==> src/rtl/alu_arbiter_if.sv <==
`default_nettype none
// ============================================================================
// Module   : alu_arbiter_if
// Purpose  : Requester, ALU-datapath and response signals of alu_arbiter.
//            slave = arbiter side, master = surrounding logic.
// Revision : 1.0  initial release
// ============================================================================
interface alu_arbiter_if #(
    parameter int WIDTH = 32
);
    logic             req0_valid;
    logic             req0_ready;
    logic [WIDTH-1:0] req0_a;
    logic [WIDTH-1:0] req0_b;
    logic [2:0]       req0_op;

    logic             req1_valid;
    logic             req1_ready;
    logic [WIDTH-1:0] req1_a;
    logic [WIDTH-1:0] req1_b;
    logic [2:0]       req1_op;

    logic [WIDTH-1:0] alu_r2;
    logic [WIDTH-1:0] alu_r3;
    logic [2:0]       alu_op;
    logic [WIDTH-1:0] alu_r0;
    logic             alu_overflow;
    logic             alu_zero;
    logic             alu_carry;

    logic             rsp_valid;
    logic             rsp_ready;
    logic             rsp_id;
    logic [WIDTH-1:0] rsp_data;
    logic [2:0]       rsp_flags;

    logic             busy;

    modport slave (
        input  req0_valid, req0_a, req0_b, req0_op,
        output req0_ready,
        input  req1_valid, req1_a, req1_b, req1_op,
        output req1_ready,
        output alu_r2, alu_r3, alu_op,
        input  alu_r0, alu_overflow, alu_zero, alu_carry,
        output rsp_valid, rsp_id, rsp_data, rsp_flags,
        input  rsp_ready,
        output busy
    );

    modport master (
        output req0_valid, req0_a, req0_b, req0_op,
        input  req0_ready,
        output req1_valid, req1_a, req1_b, req1_op,
        input  req1_ready,
        input  alu_r2, alu_r3, alu_op,
        output alu_r0, alu_overflow, alu_zero, alu_carry,
        input  rsp_valid, rsp_id, rsp_data, rsp_flags,
        output rsp_ready,
        input  busy
    );
endinterface
`default_nettype wire

==> src/rtl/alu_arbiter.sv <==
`default_nettype none
// ============================================================================
// Module   : alu_arbiter
// Purpose  : Shares one registered ALU datapath between two requesters and
//            returns R0 plus {overflow, zero, carry} over a valid/ready channel.
//            Macro ALU_ARB_FIXED_PRIO_EN: fixed priority (requester 0 wins)
//            instead of round-robin.
// Revision : 1.0  initial release
// ============================================================================
module alu_arbiter #(
    parameter int WIDTH   = 32,
    parameter int ALU_LAT = 1
) (
    input  wire logic    clk,
    input  wire logic    rst,
    alu_arbiter_if.slave bus
);

    localparam logic [3:0] c_lat_load = 4'(ALU_LAT - 1);

    if (ALU_LAT < 1 || ALU_LAT > 15) begin : g_lat_range_check
        $error("alu_arbiter: ALU_LAT must be within 1..15");
    end

    typedef enum logic [1:0] {
        S_IDLE  = 2'd0,
        S_ISSUE = 2'd1,
        S_WAIT  = 2'd2,
        S_RESP  = 2'd3
    } state_t;

    state_t           r_state;
    state_t           w_state_nxt;
    logic [3:0]       r_lat_cnt;

    logic             w_any_valid;
    logic             w_winner;
    logic             w_grant;
    logic             w_capture;
    logic             w_rsp_done;

    logic [WIDTH-1:0] r_alu_a;
    logic [WIDTH-1:0] r_alu_b;
    logic [2:0]       r_alu_op;
    logic             r_owner;

    logic             r_rsp_valid;
    logic             r_rsp_id;
    logic [WIDTH-1:0] r_rsp_data;
    logic [2:0]       r_rsp_flags;

    assign w_any_valid = bus.req0_valid | bus.req1_valid;

    // w_winner: 0 selects requester 0, 1 selects requester 1
`ifdef ALU_ARB_FIXED_PRIO_EN
    always_comb begin
        w_winner = ~bus.req0_valid;
    end
`else
    logic r_rr_last;

    always_comb begin
        if (bus.req0_valid && bus.req1_valid) begin
            w_winner = ~r_rr_last;
        end else begin
            w_winner = bus.req1_valid;
        end
    end

    always_ff @(posedge clk or posedge rst) begin
        if (rst) begin
            r_rr_last <= 1'b1;
        end else if (w_grant) begin
            r_rr_last <= w_winner;
        end
    end
`endif

    always_ff @(posedge clk or posedge rst) begin
        if (rst) begin
            r_state <= S_IDLE;
        end else begin
            r_state <= w_state_nxt;
        end
    end

    always_comb begin
        w_state_nxt = r_state;
        w_grant     = 1'b0;
        w_capture   = 1'b0;
        w_rsp_done  = 1'b0;
        case (r_state)
            S_IDLE: begin
                // Ready is combinational, so keep it quiet while reset is held
                if (w_any_valid && !rst) begin
                    w_grant     = 1'b1;
                    w_state_nxt = S_ISSUE;
                end
            end
            S_ISSUE: begin
                w_state_nxt = S_WAIT;
            end
            S_WAIT: begin
                if (r_lat_cnt == 4'd0) begin
                    w_capture   = 1'b1;
                    w_state_nxt = S_RESP;
                end
            end
            S_RESP: begin
                if (bus.rsp_ready) begin
                    w_rsp_done  = 1'b1;
                    w_state_nxt = S_IDLE;
                end
            end
            default: begin
                w_state_nxt = S_IDLE;
            end
        endcase
    end

    always_ff @(posedge clk or posedge rst) begin
        if (rst) begin
            r_alu_a     <= '0;
            r_alu_b     <= '0;
            r_alu_op    <= '0;
            r_owner     <= 1'b0;
            r_lat_cnt   <= 4'd0;
            r_rsp_valid <= 1'b0;
            r_rsp_id    <= 1'b0;
            r_rsp_data  <= '0;
            r_rsp_flags <= '0;
        end else begin
            if (w_grant) begin
                r_alu_a  <= w_winner ? bus.req1_a  : bus.req0_a;
                r_alu_b  <= w_winner ? bus.req1_b  : bus.req0_b;
                r_alu_op <= w_winner ? bus.req1_op : bus.req0_op;
                r_owner  <= w_winner;
            end

            // ISSUE spends one of the ALU_LAT cycles, hence the minus one
            if (r_state == S_ISSUE) begin
                r_lat_cnt <= c_lat_load;
            end else if (r_state == S_WAIT && r_lat_cnt != 4'd0) begin
                r_lat_cnt <= r_lat_cnt - 4'd1;
            end

            if (w_capture) begin
                r_rsp_valid <= 1'b1;
                r_rsp_id    <= r_owner;
                r_rsp_data  <= bus.alu_r0;
                r_rsp_flags <= {bus.alu_overflow, bus.alu_zero, bus.alu_carry};
            end else if (w_rsp_done) begin
                r_rsp_valid <= 1'b0;
            end
        end
    end

    assign bus.req0_ready = w_grant & ~w_winner;
    assign bus.req1_ready = w_grant &  w_winner;
    assign bus.alu_r2     = r_alu_a;
    assign bus.alu_r3     = r_alu_b;
    assign bus.alu_op     = r_alu_op;
    assign bus.rsp_valid  = r_rsp_valid;
    assign bus.rsp_id     = r_rsp_id;
    assign bus.rsp_data   = r_rsp_data;
    assign bus.rsp_flags  = r_rsp_flags;
    assign bus.busy       = (r_state != S_IDLE);

endmodule
`default_nettype wire

==> src/flat_wrapper.sv <==
// flat-port wrapper written by rule: the top's interface ports become plain ports
module alu_arbiter_flat 
#(
    parameter int WIDTH   = 32,
    parameter int ALU_LAT = 1
)
  (clk, rst, bus_req0_valid, bus_req0_a, bus_req0_b, bus_req0_op, bus_req0_ready, bus_req1_valid, bus_req1_a, bus_req1_b, bus_req1_op, bus_req1_ready, bus_alu_r2, bus_alu_r3, bus_alu_op, bus_alu_r0, bus_alu_overflow, bus_alu_zero, bus_alu_carry, bus_rsp_valid, bus_rsp_id, bus_rsp_data, bus_rsp_flags, bus_rsp_ready, bus_busy);
  alu_arbiter_if #(.WIDTH(WIDTH)) bus_i ();
  input  wire logic clk;
  input  wire logic rst;
  input wire logic [$bits(bus_i.req0_valid)-1:0] bus_req0_valid;
  input wire logic [$bits(bus_i.req0_a)-1:0] bus_req0_a;
  input wire logic [$bits(bus_i.req0_b)-1:0] bus_req0_b;
  input wire logic [$bits(bus_i.req0_op)-1:0] bus_req0_op;
  output wire logic [$bits(bus_i.req0_ready)-1:0] bus_req0_ready;
  input wire logic [$bits(bus_i.req1_valid)-1:0] bus_req1_valid;
  input wire logic [$bits(bus_i.req1_a)-1:0] bus_req1_a;
  input wire logic [$bits(bus_i.req1_b)-1:0] bus_req1_b;
  input wire logic [$bits(bus_i.req1_op)-1:0] bus_req1_op;
  output wire logic [$bits(bus_i.req1_ready)-1:0] bus_req1_ready;
  output wire logic [$bits(bus_i.alu_r2)-1:0] bus_alu_r2;
  output wire logic [$bits(bus_i.alu_r3)-1:0] bus_alu_r3;
  output wire logic [$bits(bus_i.alu_op)-1:0] bus_alu_op;
  input wire logic [$bits(bus_i.alu_r0)-1:0] bus_alu_r0;
  input wire logic [$bits(bus_i.alu_overflow)-1:0] bus_alu_overflow;
  input wire logic [$bits(bus_i.alu_zero)-1:0] bus_alu_zero;
  input wire logic [$bits(bus_i.alu_carry)-1:0] bus_alu_carry;
  output wire logic [$bits(bus_i.rsp_valid)-1:0] bus_rsp_valid;
  output wire logic [$bits(bus_i.rsp_id)-1:0] bus_rsp_id;
  output wire logic [$bits(bus_i.rsp_data)-1:0] bus_rsp_data;
  output wire logic [$bits(bus_i.rsp_flags)-1:0] bus_rsp_flags;
  input wire logic [$bits(bus_i.rsp_ready)-1:0] bus_rsp_ready;
  output wire logic [$bits(bus_i.busy)-1:0] bus_busy;
  assign bus_i.req0_valid = bus_req0_valid;
  assign bus_i.req0_a = bus_req0_a;
  assign bus_i.req0_b = bus_req0_b;
  assign bus_i.req0_op = bus_req0_op;
  assign bus_req0_ready = bus_i.req0_ready;
  assign bus_i.req1_valid = bus_req1_valid;
  assign bus_i.req1_a = bus_req1_a;
  assign bus_i.req1_b = bus_req1_b;
  assign bus_i.req1_op = bus_req1_op;
  assign bus_req1_ready = bus_i.req1_ready;
  assign bus_alu_r2 = bus_i.alu_r2;
  assign bus_alu_r3 = bus_i.alu_r3;
  assign bus_alu_op = bus_i.alu_op;
  assign bus_i.alu_r0 = bus_alu_r0;
  assign bus_i.alu_overflow = bus_alu_overflow;
  assign bus_i.alu_zero = bus_alu_zero;
  assign bus_i.alu_carry = bus_alu_carry;
  assign bus_rsp_valid = bus_i.rsp_valid;
  assign bus_rsp_id = bus_i.rsp_id;
  assign bus_rsp_data = bus_i.rsp_data;
  assign bus_rsp_flags = bus_i.rsp_flags;
  assign bus_i.rsp_ready = bus_rsp_ready;
  assign bus_busy = bus_i.busy;
  alu_arbiter #(.WIDTH(WIDTH), .ALU_LAT(ALU_LAT)) u_core (.clk(clk), .rst(rst), .bus(bus_i));
endmodule
==> config.mk <==
export PLATFORM = sky130hd
export DESIGN_NAME = alu_arbiter_flat
export DESIGN_NICKNAME = d
export VERILOG_FILES = /design/src/rtl/alu_arbiter_if.sv /design/src/rtl/alu_arbiter.sv /design/src/flat_wrapper.sv
export SDC_FILE = /design/constraint.sdc
export NUM_CORES = 1
export LEC_CHECK = 0
export ABC_AREA = 1
export BUFFER_PORTS_ARGS = -buffer_cell sky130_fd_sc_hd__clkbuf_2
export CORE_ASPECT_RATIO = 0.9
export CORE_MARGIN = 2
export CORE_UTILIZATION = 41
export CTS_CLUSTER_DIAMETER = 150
export DETAILED_ROUTE_END_ITERATION = 10
export GPL_TIMING_DRIVEN = 0
export PLACE_DENSITY = 0.76
export REMOVE_ABC_BUFFERS = 1
export SLEW_MARGIN = 5
export SYNTH_ARGS = -nofsm -noshare
export SYNTH_HDL_FRONTEND = slang
export SYNTH_SLANG_ARGS = --single-unit
==> constraint.sdc <==
create_clock -name clk -period 4.22 [get_ports clk]
set_input_delay 0.633 -clock clk [delete_from_list [all_inputs] [get_ports clk]]
set_output_delay 0.633 -clock clk [all_outputs]
set_load 0.02 [all_outputs]
==> impl_metrics.xml <==
<?xml version="1.0" encoding="UTF-8"?>
<metrics>
  <group name="synth">
    <metric name="post_synth_instance_area" unit="um^2">5414</metric>
    <metric name="syn_inst" unit="">727</metric>
    <metric name="post_synthesis_sequential_area_ratio" unit="%">51.79</metric>
    <metric name="synth_cell_types" unit="">25</metric>
    <metric name="postSynthAreaPerCell" unit="um^2">7.447</metric>
    <metric name="postSynthRegisterBits" unit="">112</metric>
    <metric name="yosys_warnings" unit="">0</metric>
  </group>
  <group name="clock_tree">
    <metric name="clk-insertion-delay-late" unit="ns">0.35</metric>
    <metric name="post_cts_resized" unit="">0</metric>
    <metric name="post_cts_buffers" unit="">0</metric>
    <metric name="cts_max_path_buffers" unit="">2</metric>
    <metric name="clockRootBuffer" unit="">sky130_fd_sc_hd__clkbuf_16</metric>
    <metric name="cts.reportedPaths.clkPinSlew" unit="ns">0.07</metric>
    <metric name="postCtsHoldBufs" unit="">0</metric>
    <metric name="cts.sinks" unit="">112</metric>
    <metric name="ctsHtreeMaxLevel" unit="">3</metric>
    <metric name="cts_buffers" unit="">9</metric>
    <metric name="cts_tree" unit="">yes</metric>
  </group>
  <group name="cells_and_area">
    <metric name="layout.cells.non_filler" unit="">1148</metric>
    <metric name="diodes" unit="">0</metric>
    <metric name="layout.nets" unit="">1160</metric>
    <metric name="post_route_cells_drive_above_1_share" unit="%">31.30</metric>
    <metric name="stdcell_area" unit="um^2">7187</metric>
    <metric name="layout_area_overhead" unit="%">32.75</metric>
    <metric name="fillerInstances" unit="">1282</metric>
  </group>
  <group name="sta">
    <metric name="timing.slew.headroom" unit="%">22.02</metric>
    <metric name="max_slew.worst_pin.slew" unit="ns">1.168</metric>
    <metric name="maxClockFrequency" unit="MHz">269.7</metric>
    <metric name="layout_min_cycle_time" unit="ns">3.707</metric>
    <metric name="grt_setup_unrepaired" unit="">no</metric>
    <metric name="timing.final.setup_violations" unit="">0</metric>
    <metric name="clock_skew" unit="ns">0.004453</metric>
    <metric name="fin_crit_sh" unit="%">87.85</metric>
    <metric name="maxSlewViolCount" unit="">0</metric>
    <metric name="hold_viol_final" unit="">0</metric>
  </group>
  <group name="route">
    <metric name="drt_iter0_drc" unit="">283</metric>
    <metric name="drt_pre_antenna_iters" unit="">4</metric>
    <metric name="postRouteWirelength" unit="um">14700</metric>
    <metric name="post_drt_wl_per_cell" unit="um">12.80</metric>
    <metric name="avgViaCountPerCell" unit="">4.619</metric>
    <metric name="route.antenna.remaining_nets" unit="">0</metric>
    <metric name="route.vias.total" unit="">5303</metric>
    <metric name="drc" unit="">0</metric>
  </group>
  <group name="worst_setup_path">
    <metric name="critical_path.startpoint" unit="">rst</metric>
    <metric name="worst-setup-path-type" unit="">input port to output port</metric>
    <metric name="cp_slowest_stage_delay" unit="ns">0.70</metric>
    <metric name="r2r-start" unit="">u_core.r_state[0]</metric>
    <metric name="r2r_setup_slk" unit="ns">1.75</metric>
    <metric name="slowest_stage" unit="">sky130_fd_sc_hd__nor2_4</metric>
    <metric name="required" unit="ns">3.59</metric>
    <metric name="cpMostUsedCell" unit="">sky130_fd_sc_hd__clkbuf_2</metric>
    <metric name="cp_num_buf_inv" unit="">5</metric>
    <metric name="worstReg2RegEnd" unit="">u_core.bus.alu_r2[15]</metric>
    <metric name="critical_path.max_fanout" unit="">59</metric>
    <metric name="critPathTopFamily" unit="">buffers and inverters</metric>
    <metric name="worstSetupStartpointType" unit="">input port</metric>
    <metric name="cell_by_cell_trace_of_the_critical_path" unit="">clkbuf_2 -&gt; inv_6 -&gt; buf_16 -&gt; o21ai_4 -&gt; nor2_4 -&gt; nand2_1 -&gt; inv_1 -&gt; clkbuf_2</metric>
    <metric name="worst_ep_arrival_time" unit="ns">3.07</metric>
    <metric name="worst_setup_path_end_kind" unit="">output port</metric>
    <metric name="r2r_cells" unit="">7</metric>
  </group>
  <group name="min_path">
    <metric name="hold_class" unit="">input port to async pin</metric>
  </group>
  <group name="floorplan">
    <metric name="die_width" unit="um">125.1</metric>
    <metric name="core" unit="um^2">12780</metric>
    <metric name="chipHeight" unit="um">113.0</metric>
    <metric name="floorplan.initialDensity" unit="%">42.35</metric>
    <metric name="placement_rows" unit="">39</metric>
    <metric name="ios" unit="">281</metric>
    <metric name="design.die.area" unit="um^2">14140</metric>
  </group>
  <group name="status">
    <metric name="outcome" unit="">completed</metric>
  </group>
  <group name="pwr">
    <metric name="static-leakage-power" unit="uW">0.004360</metric>
    <metric name="p_total" unit="uW">5000</metric>
    <metric name="power.density_cell_area" unit="nW/um^2">695.7</metric>
    <metric name="worst_ir_drop_vdd" unit="V">0.0003638</metric>
  </group>
  <group name="grt">
    <metric name="wire_length_of_the_first_global_routing_pass" unit="um">24490</metric>
    <metric name="grt_overflow_total" unit="">0</metric>
    <metric name="first_global_vias" unit="">5024</metric>
    <metric name="total_routing_usage_gr" unit="%">21.44</metric>
    <metric name="antenna_found_initial" unit="">0</metric>
    <metric name="grt_max_degree" unit="">74</metric>
  </group>
  <group name="placement">
    <metric name="gp_congestion" unit="">0.8251</metric>
    <metric name="port-buffer-count" unit="">280</metric>
    <metric name="dp.final_hpwl" unit="um">10470</metric>
    <metric name="placed_cells_incl_taps" unit="">1132</metric>
    <metric name="post_dp_cell_area" unit="um^2">6883</metric>
  </group>
  <group name="flow_run">
    <metric name="max_capacitance_violation_total" unit="">0</metric>
  </group>
</metrics>
==> sequential cells by signal, summed over array words and instances, names as in the netlist, 2 cells and up <==
signal	cells
u_core.r_state	2
u_core.bus.rsp_flags	3
u_core.bus.alu_r3	32
u_core.r_lat_cnt	4
u_core.bus.alu_op	3
u_core.bus.rsp_data	32
u_core.bus.alu_r2	32
==> worst reg2reg max path: cells and delay by family, from the launching register on <==
kind	cells	cell delay (ns)
AND/OR/NAND/NOR	3	0.98
buffers and inverters	3	0.82
flip-flops	1	0.42
adder cells (fa/ha/maj)	1	0.19
==> layout make-up <==
class	count	area, um^2	area share (%)
timing repair buffer	283	1469	20.44
multi-input combinational	525	2225	30.95
clock inverter	5	56.30	0.7834
inverter	48	185.2	2.577
clock buffer	11	242.7	3.377
tap	164	205.2	2.855
sequential	112	2804	39.01
==> cell usage after synthesis (all sizes together) <==
master | n | area share [%]
dfstp | 1 | 0.49
nand4 | 3 | 0.35
or2 | 1 | 0.12
buf | 22 | 2.5
o21ai | 108 | 10
nand2 | 393 | 27
dfrtp | 111 | 51
ha | 7 | 1.6
a21boi | 1 | 0.14
nor2 | 4 | 0.46
nor3 | 1 | 0.092
nand3 | 6 | 0.65
inv | 48 | 3.3
clkbuf | 20 | 1.4
a21oi | 1 | 0.092
==> layout by cell type, fill, tap and decap left out <==
| master | n |
|---|---|
| sky130_fd_sc_hd__nand2_4 | 1 |
| sky130_fd_sc_hd__o21ai_4 | 1 |
| sky130_fd_sc_hd__clkbuf_2 | 280 |
| sky130_fd_sc_hd__clkinvlp_4 | 1 |
| sky130_fd_sc_hd__buf_12 | 2 |
| sky130_fd_sc_hd__clkinv_2 | 2 |
| sky130_fd_sc_hd__nor2_1 | 2 |
| sky130_fd_sc_hd__a21oi_1 | 1 |
| sky130_fd_sc_hd__bufinv_16 | 1 |
| sky130_fd_sc_hd__clkbuf_8 | 1 |
| sky130_fd_sc_hd__nor2_4 | 1 |
| sky130_fd_sc_hd__clkbuf_16 | 9 |
| sky130_fd_sc_hd__a21boi_0 | 1 |
| sky130_fd_sc_hd__nand4_1 | 3 |
| sky130_fd_sc_hd__clkbuf_1 | 1 |
| sky130_fd_sc_hd__nand2_1 | 392 |
| sky130_fd_sc_hd__buf_16 | 1 |
| sky130_fd_sc_hd__inv_6 | 1 |
| sky130_fd_sc_hd__o21ai_1 | 3 |
| sky130_fd_sc_hd__nand3_2 | 1 |
| sky130_fd_sc_hd__nand3_1 | 5 |
| sky130_fd_sc_hd__nor2_2 | 1 |
| sky130_fd_sc_hd__or2_2 | 1 |
| sky130_fd_sc_hd__inv_2 | 2 |
| sky130_fd_sc_hd__dfrtp_1 | 111 |
| sky130_fd_sc_hd__nor3_1 | 1 |
| sky130_fd_sc_hd__inv_1 | 45 |
| sky130_fd_sc_hd__dfstp_2 | 1 |
| sky130_fd_sc_hd__clkinv_4 | 1 |
| sky130_fd_sc_hd__ha_1 | 7 |
| sky130_fd_sc_hd__o21ai_0 | 104 |
==> worst max-delay path by stage <==
stage	endpoint	slack (ns)	cells past startpoint
after floorplan	bus_req1_ready	-1.74	5
after global placement	bus_req1_ready	-4.63	7
after detailed placement	bus_req1_ready	0.27	7
after CTS	bus_req1_ready	0.25	6
after global routing	bus_req1_ready	0.20	8
final	bus_req1_ready	0.51	8
==> metrics by stage <==
stage          TNS, ns  hold slack [ns]  utilization [%]  worst slack, ns
2_1_floorplan   -71.43           0.4540                -           -1.740
3_3_place_gp   -351.86           0.4653            53.27           -4.635
3_5_place_dp         0           0.4720            53.84           0.2685
4_1_cts              0           0.3400            56.18           0.2533
5_1_grt              0           0.3508            56.21           0.1952
6_report             0           0.3181            56.21           0.5127
==> routing by layer <==
metal | wire [um] | track usage, % | part of all wire, % | vias to the layer above
li1 | - | - | - | 2736
met1 | 6305 | 26.88 | 43 | 2353
met2 | 7042 | 35.43 | 48 | 181
met3 | 964 | 6.714 | 6.6 | 33
met4 | 386 | 7.333 | 2.6 | 0
met5 | 0 | 0 | 0 | -
==> power breakdown <==
part | total (uW) | switching (uW) | internal (uW) | leakage (uW)
combinational | 2310 | 1580 | 730 | 0.00282
sequential | 1820 | 248 | 1570 | 0.00140
clock | 863 | 387 | 476 | 0.000145
total | 5000 | 2220 | 2780 | 0.00436
==> logic make-up (layout without fill, tap and decap cells) <==
kind of cell / Yosys count / count (layout) / synth area share, %
flops: 112 / 112 / 51.79
simple gates: 408 / 408 / 28.96
fa+ha+maj: 7 / 7 / 1.618
buf+inv: 90 / 347 / 7.211
compound gates: 110 / 110 / 10.42
No activity file was read; power rests on OpenSTA's default activity.
